$ cat src/rtl/pe_mac_stream_pkg.sv
// Shared widths and saturation helpers for the streaming PE multiply-accumulate.
// Helpers work on 32-bit signed values, so DATA_W must stay at or below 16.
package pe_pkg;

    localparam int DATA_W_DEFAULT = 8;
    localparam int CNT_W_DEFAULT  = 8;

    function automatic logic signed [31:0] sat_max(input int width);
        return (32'sd1 <<< (width - 1)) - 32'sd1;
    endfunction

    function automatic logic signed [31:0] sat_min(input int width);
        return -(32'sd1 <<< (width - 1));
    endfunction

    function automatic logic signed [31:0] sat_clamp(input logic signed [31:0] value,
                                                     input int width);
        if (value > sat_max(width)) begin
            return sat_max(width);
        end else if (value < sat_min(width)) begin
            return sat_min(width);
        end
        return value;
    endfunction

    function automatic logic signed [31:0] relu(input logic signed [31:0] value);
        return (value < 0) ? 32'sd0 : value;
    endfunction

endpackage

$ cat src/rtl/pe_mac_stream_if.sv
// Operand and result streams of the PE MAC; master is the feeder/collector side.
interface pe_mac_stream_if
    import pe_pkg::*;
#(
    parameter int DATA_W = DATA_W_DEFAULT,
    parameter int CNT_W  = CNT_W_DEFAULT
) ();

    logic                     in_valid;
    logic                     in_ready;
    logic signed [DATA_W-1:0] in_f;
    logic signed [DATA_W-1:0] in_w;
    logic                     in_last;

    logic                     out_valid;
    logic                     out_ready;
    logic signed [DATA_W-1:0] out_data;
    logic                     out_sat;
    logic [CNT_W-1:0]         out_count;

    modport master (
        output in_valid, in_f, in_w, in_last, out_ready,
        input  in_ready, out_valid, out_data, out_sat, out_count
    );

    modport slave (
        input  in_valid, in_f, in_w, in_last, out_ready,
        output in_ready, out_valid, out_data, out_sat, out_count
    );

endinterface

$ cat src/rtl/pe_mac_stream_sat_mult.sv
// Combinational signed multiply at full 2*DATA_W width, clamped back to DATA_W.
module pe_sat_mult
    import pe_pkg::*;
#(
    parameter int DATA_W = DATA_W_DEFAULT
) (
    input  logic signed [DATA_W-1:0] a,
    input  logic signed [DATA_W-1:0] b,
    output logic signed [DATA_W-1:0] product,
    output logic                     clamped
);

    logic signed [2*DATA_W-1:0] full;

    always_comb begin
        full    = (2*DATA_W)'(a) * (2*DATA_W)'(b);
        product = DATA_W'(sat_clamp(32'(full), DATA_W));
        clamped = (sat_clamp(32'(full), DATA_W) != 32'(full));
    end

endmodule

$ cat src/rtl/pe_mac_stream.sv
// Two-stage streaming MAC: stage 1 multiplies, stage 2 accumulates a group and
// loads one saturated (optionally ReLU'd) result per in_last-delimited group.
module pe_mac_stream
    import pe_pkg::*;
#(
    parameter int DATA_W = DATA_W_DEFAULT,
    parameter int CNT_W  = CNT_W_DEFAULT
) (
    input  logic           clock,
    input  logic           reset,
    input  logic           flush,
    input  logic           relu_en,
    pe_mac_stream_if.slave bus
);

    logic stall;
    logic accept;
    logic advance;
    logic load_out;

    logic signed [DATA_W-1:0] mult_prod;
    logic                     mult_clamped;

    logic                     s1_valid;
    logic signed [DATA_W-1:0] s1_prod;
    logic                     s1_psat;
    logic                     s1_last;

    logic                     first;
    logic signed [DATA_W-1:0] acc;
    logic                     grp_sat;
    logic [CNT_W-1:0]         cnt;

    logic signed [DATA_W-1:0] base;
    logic signed [DATA_W:0]   sum_wide;
    logic signed [DATA_W-1:0] sum_sat;
    logic                     sum_ovf;
    logic                     grp_sat_next;
    logic [CNT_W-1:0]         cnt_next;
    logic signed [DATA_W-1:0] result;

    // A held result freezes the whole pipe; flush only blocks new beats and stage 2.
    assign stall        = bus.out_valid & ~bus.out_ready;
    assign bus.in_ready = ~stall & ~flush;
    assign accept       = bus.in_valid & bus.in_ready;
    assign advance      = s1_valid & ~stall & ~flush;
    assign load_out     = advance & s1_last;

    pe_sat_mult #(.DATA_W(DATA_W)) u_mult (
        .a       (bus.in_f),
        .b       (bus.in_w),
        .product (mult_prod),
        .clamped (mult_clamped)
    );

    always_ff @(posedge clock or posedge reset) begin
        if (reset) begin
            s1_valid <= 1'b0;
            s1_prod  <= '0;
            s1_psat  <= 1'b0;
            s1_last  <= 1'b0;
        end else if (flush) begin
            s1_valid <= 1'b0;
        end else if (!stall) begin
            s1_valid <= accept;
            if (accept) begin
                s1_prod <= mult_prod;
                s1_psat <= mult_clamped;
                s1_last <= bus.in_last;
            end
        end
    end

    always_comb begin
        base         = first ? '0 : acc;
        sum_wide     = {base[DATA_W-1], base} + {s1_prod[DATA_W-1], s1_prod};
        sum_sat      = DATA_W'(sat_clamp(32'(sum_wide), DATA_W));
        sum_ovf      = (sat_clamp(32'(sum_wide), DATA_W) != 32'(sum_wide));
        grp_sat_next = (first ? 1'b0 : grp_sat) | s1_psat | sum_ovf;
        if (first) begin
            cnt_next = CNT_W'(1);
        end else if (&cnt) begin
            cnt_next = cnt;
        end else begin
            cnt_next = cnt + CNT_W'(1);
        end
        result = relu_en ? DATA_W'(relu(32'(sum_sat))) : sum_sat;
    end

    always_ff @(posedge clock or posedge reset) begin
        if (reset) begin
            first   <= 1'b1;
            acc     <= '0;
            grp_sat <= 1'b0;
            cnt     <= '0;
        end else if (flush) begin
            first   <= 1'b1;
            acc     <= '0;
            grp_sat <= 1'b0;
            cnt     <= '0;
        end else if (advance) begin
            first   <= s1_last;
            acc     <= sum_sat;
            grp_sat <= grp_sat_next;
            cnt     <= cnt_next;
        end
    end

    // Loading and releasing on the same edge keeps out_valid high for full throughput.
    always_ff @(posedge clock or posedge reset) begin
        if (reset) begin
            bus.out_valid <= 1'b0;
            bus.out_data  <= '0;
            bus.out_sat   <= 1'b0;
            bus.out_count <= '0;
        end else if (load_out) begin
            bus.out_valid <= 1'b1;
            bus.out_data  <= result;
            bus.out_sat   <= grp_sat_next;
            bus.out_count <= cnt_next;
        end else if (bus.out_valid && bus.out_ready) begin
            bus.out_valid <= 1'b0;
        end
    end

endmodule
$ cat src/flat_wrapper.sv
// flat-port wrapper written by rule: the top's interface ports become plain ports
module pe_mac_stream_flat import pe_pkg::*;
#(
    parameter int DATA_W = DATA_W_DEFAULT,
    parameter int CNT_W  = CNT_W_DEFAULT
)
  (clock, reset, flush, relu_en, bus_in_valid, bus_in_f, bus_in_w, bus_in_last, bus_out_ready, bus_in_ready, bus_out_valid, bus_out_data, bus_out_sat, bus_out_count);
  pe_mac_stream_if #(.DATA_W(DATA_W), .CNT_W(CNT_W)) bus_i ();
  input  logic clock;
  input  logic reset;
  input  logic flush;
  input  logic relu_en;
  input wire logic [$bits(bus_i.in_valid)-1:0] bus_in_valid;
  input wire logic [$bits(bus_i.in_f)-1:0] bus_in_f;
  input wire logic [$bits(bus_i.in_w)-1:0] bus_in_w;
  input wire logic [$bits(bus_i.in_last)-1:0] bus_in_last;
  input wire logic [$bits(bus_i.out_ready)-1:0] bus_out_ready;
  output wire logic [$bits(bus_i.in_ready)-1:0] bus_in_ready;
  output wire logic [$bits(bus_i.out_valid)-1:0] bus_out_valid;
  output wire logic [$bits(bus_i.out_data)-1:0] bus_out_data;
  output wire logic [$bits(bus_i.out_sat)-1:0] bus_out_sat;
  output wire logic [$bits(bus_i.out_count)-1:0] bus_out_count;
  assign bus_i.in_valid = bus_in_valid;
  assign bus_i.in_f = bus_in_f;
  assign bus_i.in_w = bus_in_w;
  assign bus_i.in_last = bus_in_last;
  assign bus_i.out_ready = bus_out_ready;
  assign bus_in_ready = bus_i.in_ready;
  assign bus_out_valid = bus_i.out_valid;
  assign bus_out_data = bus_i.out_data;
  assign bus_out_sat = bus_i.out_sat;
  assign bus_out_count = bus_i.out_count;
  pe_mac_stream #(.DATA_W(DATA_W), .CNT_W(CNT_W)) u_core (.clock(clock), .reset(reset), .flush(flush), .relu_en(relu_en), .bus(bus_i));
endmodule
$ cat config.mk
export PLATFORM = sky130hd
export DESIGN_NAME = pe_mac_stream_flat
export DESIGN_NICKNAME = d
export VERILOG_FILES = /design/src/rtl/pe_mac_stream_pkg.sv /design/src/rtl/pe_mac_stream_if.sv /design/src/rtl/pe_mac_stream_sat_mult.sv /design/src/rtl/pe_mac_stream.sv /design/src/flat_wrapper.sv
export SDC_FILE = /design/constraint.sdc
export NUM_CORES = 1
export LEC_CHECK = 0
export CELL_PAD_IN_SITES_DETAIL_PLACEMENT = 1
export CELL_PAD_IN_SITES_GLOBAL_PLACEMENT = 1
export CORE_ASPECT_RATIO = 1.25
export CORE_UTILIZATION = 47
export CTS_BUF_LIST = sky130_fd_sc_hd__clkbuf_4
export DETAILED_ROUTE_END_ITERATION = 6
export PLACE_DENSITY_LB_ADDON = 0.1
export SLEW_MARGIN = 10
export SYNTH_ARGS = -nofsm -noshare
export SYNTH_HDL_FRONTEND = slang
export SYNTH_SLANG_ARGS = --single-unit
export TNS_END_PERCENT = 20
$ cat constraint.sdc
create_clock -name clock -period 3.4 [get_ports clock]
set_clock_uncertainty 0.05 [all_clocks]
set_input_delay 0.68 -clock clock [delete_from_list [all_inputs] [get_ports clock]]
set_output_delay 0.68 -clock clock [all_outputs]
set_load 0.02 [all_outputs]
==> impl_metrics.py <==
metrics = {
    "placed_design": {
        "portBuffers": 41,
        "dp_hpwl_um": 11800,
        "place_ws_ps": -2290,
        "gp_congestion": 0.868,
    },
    "job": {
        "maxCapViolations": 0,
    },
    "power_and_ir_drop": {
        "peakVddDrop_v": 0.000365,
        "intPower_uw": 3400,
        "clockPowerShare": 0.068,
        "p_leak_uw": 0.00316,
        "p_comb_frac": 0.817,
        "power.switching_uw": 2850,
        "p_per_area_mw_per_mm2": 916,
        "pwr-share-seq": 0.115,
        "swShare": 0.457,
    },
    "sta": {
        "hold_viol": 0,
        "fmax_mhz": 207,
        "min_period_over_period": 1.42,
        "setup_ws_ps": -1430,
        "setup_viol": 9,
        "finalSetupTns_ps": -12430,
        "fin_crit_ps": 4830,
        "hold_slack_ps": 441,
        "slew_violations": 0,
        "rsz0062_at_grt": "true",
        "slew_headroom": 0.339,
        "worstMarginPinSlew_ps": 991,
    },
    "worst_setup_path": {
        "cp_num_buf_inv": 6,
        "cp.arrival_ps": 5100,
        "crit_fanout": 7,
        "required_ps": 3670,
        "reg2regPathDepth": 10,
        "critical_path.endpoint_type": "register",
        "crit_chain": "buf_6 -> clkinv_8 -> buf_4 -> nor2_4 -> fa_1 -> fa_2 -> fa_1 -> inv_1 -> fa_1 -> inv_2 -> ha_4 -> or3_1 -> a221oi_2 -> o21a_2 -> o211ai_1 -> nor4b_4 -> a21oi_4 -> buf_12 -> a22oi_2",
        "crit_top_cell": "fa_1",
        "path_class": "in -> reg",
        "cp_top_family": "adder cells",
        "r2r-end": "u_core.bus.out_sat",
        "r2r_start": "u_core.first",
        "cpPeakStageDelay_ps": 590,
        "crit_slowest_cell": "fa_1",
        "reg2reg_slack_ps": 380,
        "start_kind": "primary input",
    },
    "floorplan": {
        "fp.dieW_um": 96.4,
        "die-area_mm2": 0.0116,
        "num_io_pins": 42,
        "rows": 42,
        "chipHeight_um": 120,
        "start_util": 0.488,
        "core_mm2": 0.0107,
    },
    "logic_synthesis": {
        "async_reset_ff_frac": 1.00,
        "syn_area_per_cell_um2": 9.01,
        "synthFlopType": "dfrtp_1",
        "yosys-top-cells-area": "dfrtp_1 22%, fa_1 21%, ha_1 9.1%",
        "ys_warn_count": 0,
        "synth_cells": 581,
        "synthTopCellsByCount": "87 x inv_1, 61 x nand2_1, 56 x fa_1",
        "ys_types": 70,
        "yosysSeqAreaShare": 0.225,
        "synthesis.nets": 698,
        "syn-cell-area_mm2": 0.00524,
        "yosys_register_bits": 47,
        "synth_edf_count": 0,
        "yosys.cell_count.top_type": "inv_1",
        "yosysTopAreaCellShare": 0.220,
        "yosysTopAreaCell": "dfrtp_1",
    },
    "finish": {
        "fin_nets": 803,
        "regArea_mm2": 0.00118,
        "drive_above_1_share": 0.282,
        "post-route-util": 0.637,
        "fill_cells": 1225,
        "multi_input_area_mm2": 0.00415,
        "syn2layout_area_growth_pct": 30.4,
    },
    "route": {
        "routed_wl_um": 14700,
        "via_per_inst": 5.48,
        "drc": 0,
        "ant_nets": 0,
        "drtPass1Iterations": 4,
        "drt-initial-drc-count": 98,
        "post_drt_wl_per_cell_um": 17.9,
        "vias": 4490,
    },
    "worst_hold_path": {
        "hold_path_end": "u_core.acc[6]",
        "worstHoldStart": "u_core.acc[6]",
        "hold_depth": 2,
        "hold_class": "reg -> reg",
    },
    "clock_tree": {
        "htree_levels": 2,
        "clk_latency_ps": 390,
        "clock-sinks": 47,
        "cts_root_buffer": "clkbuf_4",
        "clk_pin_slew_ps": 140,
        "tritoncts": "built",
        "cts_buffer_depth": 2,
        "cts_inserted_buffers": 5,
    },
    "global_route": {
        "grt_max_degree": 48,
        "grt_pass1_vias": 5069,
        "grt-ovfl-total": 0,
        "grt_pass1_wl_um": 23800,
        "antenna_found_initial": 1,
        "track_usage": 0.269,
    },
    "status": {
        "run_status": "finished, violations left",
        "violations": "negative setup slack",
    },
}
==> tightest hold or removal path: stages, from the launching register on <==
cell     delay (ps)
dfrtp_1         360
nand2_1          40
o21ai_0          60
==> timing repair <==
item                                   in CTS  in global routing
hold buffers                                0                  0
pin swaps                                  41                 31
setup endpoints to repair                   9                  9
setup buffers                               5                  9
gates resized for setup                   105                 26
endpoints found under the hold margin       0                  0
==> cell type report <==
class                   instances  share of cell area
inverters                      88              0.0506
diodes                          1            0.000367
clock inverters                 2             0.00880
multi-input cells             437               0.608
flip-flops and latches         47               0.172
repair buffers                107               0.129
clock buffers                   6             0.00660
well taps                     132              0.0242
==> kinds of logic after synthesis <==
logic type / share of synthesized area
AND/OR/NAND/NOR: 0.194
adder cells (fa/ha/maj): 0.305
AO/OA/AOI/OAI: 0.161
flip-flops: 0.225
XOR/XNOR: 0.0385
buffers and inverters: 0.0707
multiplexers: 0.00598
==> power by group through the flow <==
stage	Combinational, uW	Clock (uW)	Sequential, uW
after floorplan	2970	0	766
after global placement	4110	0	725
after CTS	4720	434	719
after global routing	5500	455	730
after detailed placement	4340	0	730
final	5110	426	718
==> routing by layer <==
metal  share of wire  track usage  vias up
met5               0            0        -
met4           0.039        0.109        0
met2            0.59        0.541       85
li1                -            -     2122
met1            0.36        0.270     2243
met3           0.017       0.0234       40
==> stage by stage <==
step	instance area [um^2]	power (uW)	std cells
final	6830	6250	820
after global routing	6830	6690	820
after CTS	6680	5880	810
after detailed placement	6420	5070	798
after global placement	6420	4830	798
after floorplan	5500	3730	581
==> worst max path at each step <==
| stage | from | to | depth (start not counted) |
|---|---|---|---|
| 2_1_floorplan | bus_in_f[6] | u_core.s1_prod[1] | 17 |
| 3_3_place_gp | bus_in_w[4] | u_core.s1_prod[2] | 16 |
| 3_5_place_dp | bus_in_f[7] | u_core.s1_psat | 18 |
| 4_1_cts | bus_in_f[6] | u_core.s1_prod[1] | 18 |
| 5_1_grt | bus_in_w[3] | u_core.s1_prod[4] | 20 |
| 6_report | bus_in_w[7] | u_core.s1_prod[1] | 19 |
==> state kept, by name, indices dropped and copies added (netlist names) <==
signal	cells
u_core.first	1
u_core.s1_valid	1
u_core.bus.out_count	8
u_core.bus.out_data	8
u_core.grp_sat	1
u_core.bus.out_sat	1
u_core.acc	8
u_core.s1_psat	1
u_core.s1_last	1
u_core.s1_prod	8
u_core.cnt	8
u_core.bus.out_valid	1
==> cells in the final DEF (no fill, tap or decap), drive strengths merged, types with 8 or more instances in the layout <==
| cell type | synthesis | routed |
|---|---|---|
| a21oi | 28 | 28 |
| a22oi | 8 | 8 |
| and2 | 45 | 45 |
| buf | 3 | 80 |
| clkbuf | 6 | 8 |
| clkdlybuf4s50 | 0 | 25 |
| dfrtp | 46 | 46 |
| fa | 56 | 56 |
| ha | 38 | 38 |
| inv | 87 | 87 |
| nand2 | 61 | 61 |
| nor2 | 42 | 42 |
| nor2b | 17 | 17 |
| o21ai | 37 | 37 |
| xnor2 | 13 | 13 |
(Power assumes the default switching activity.)
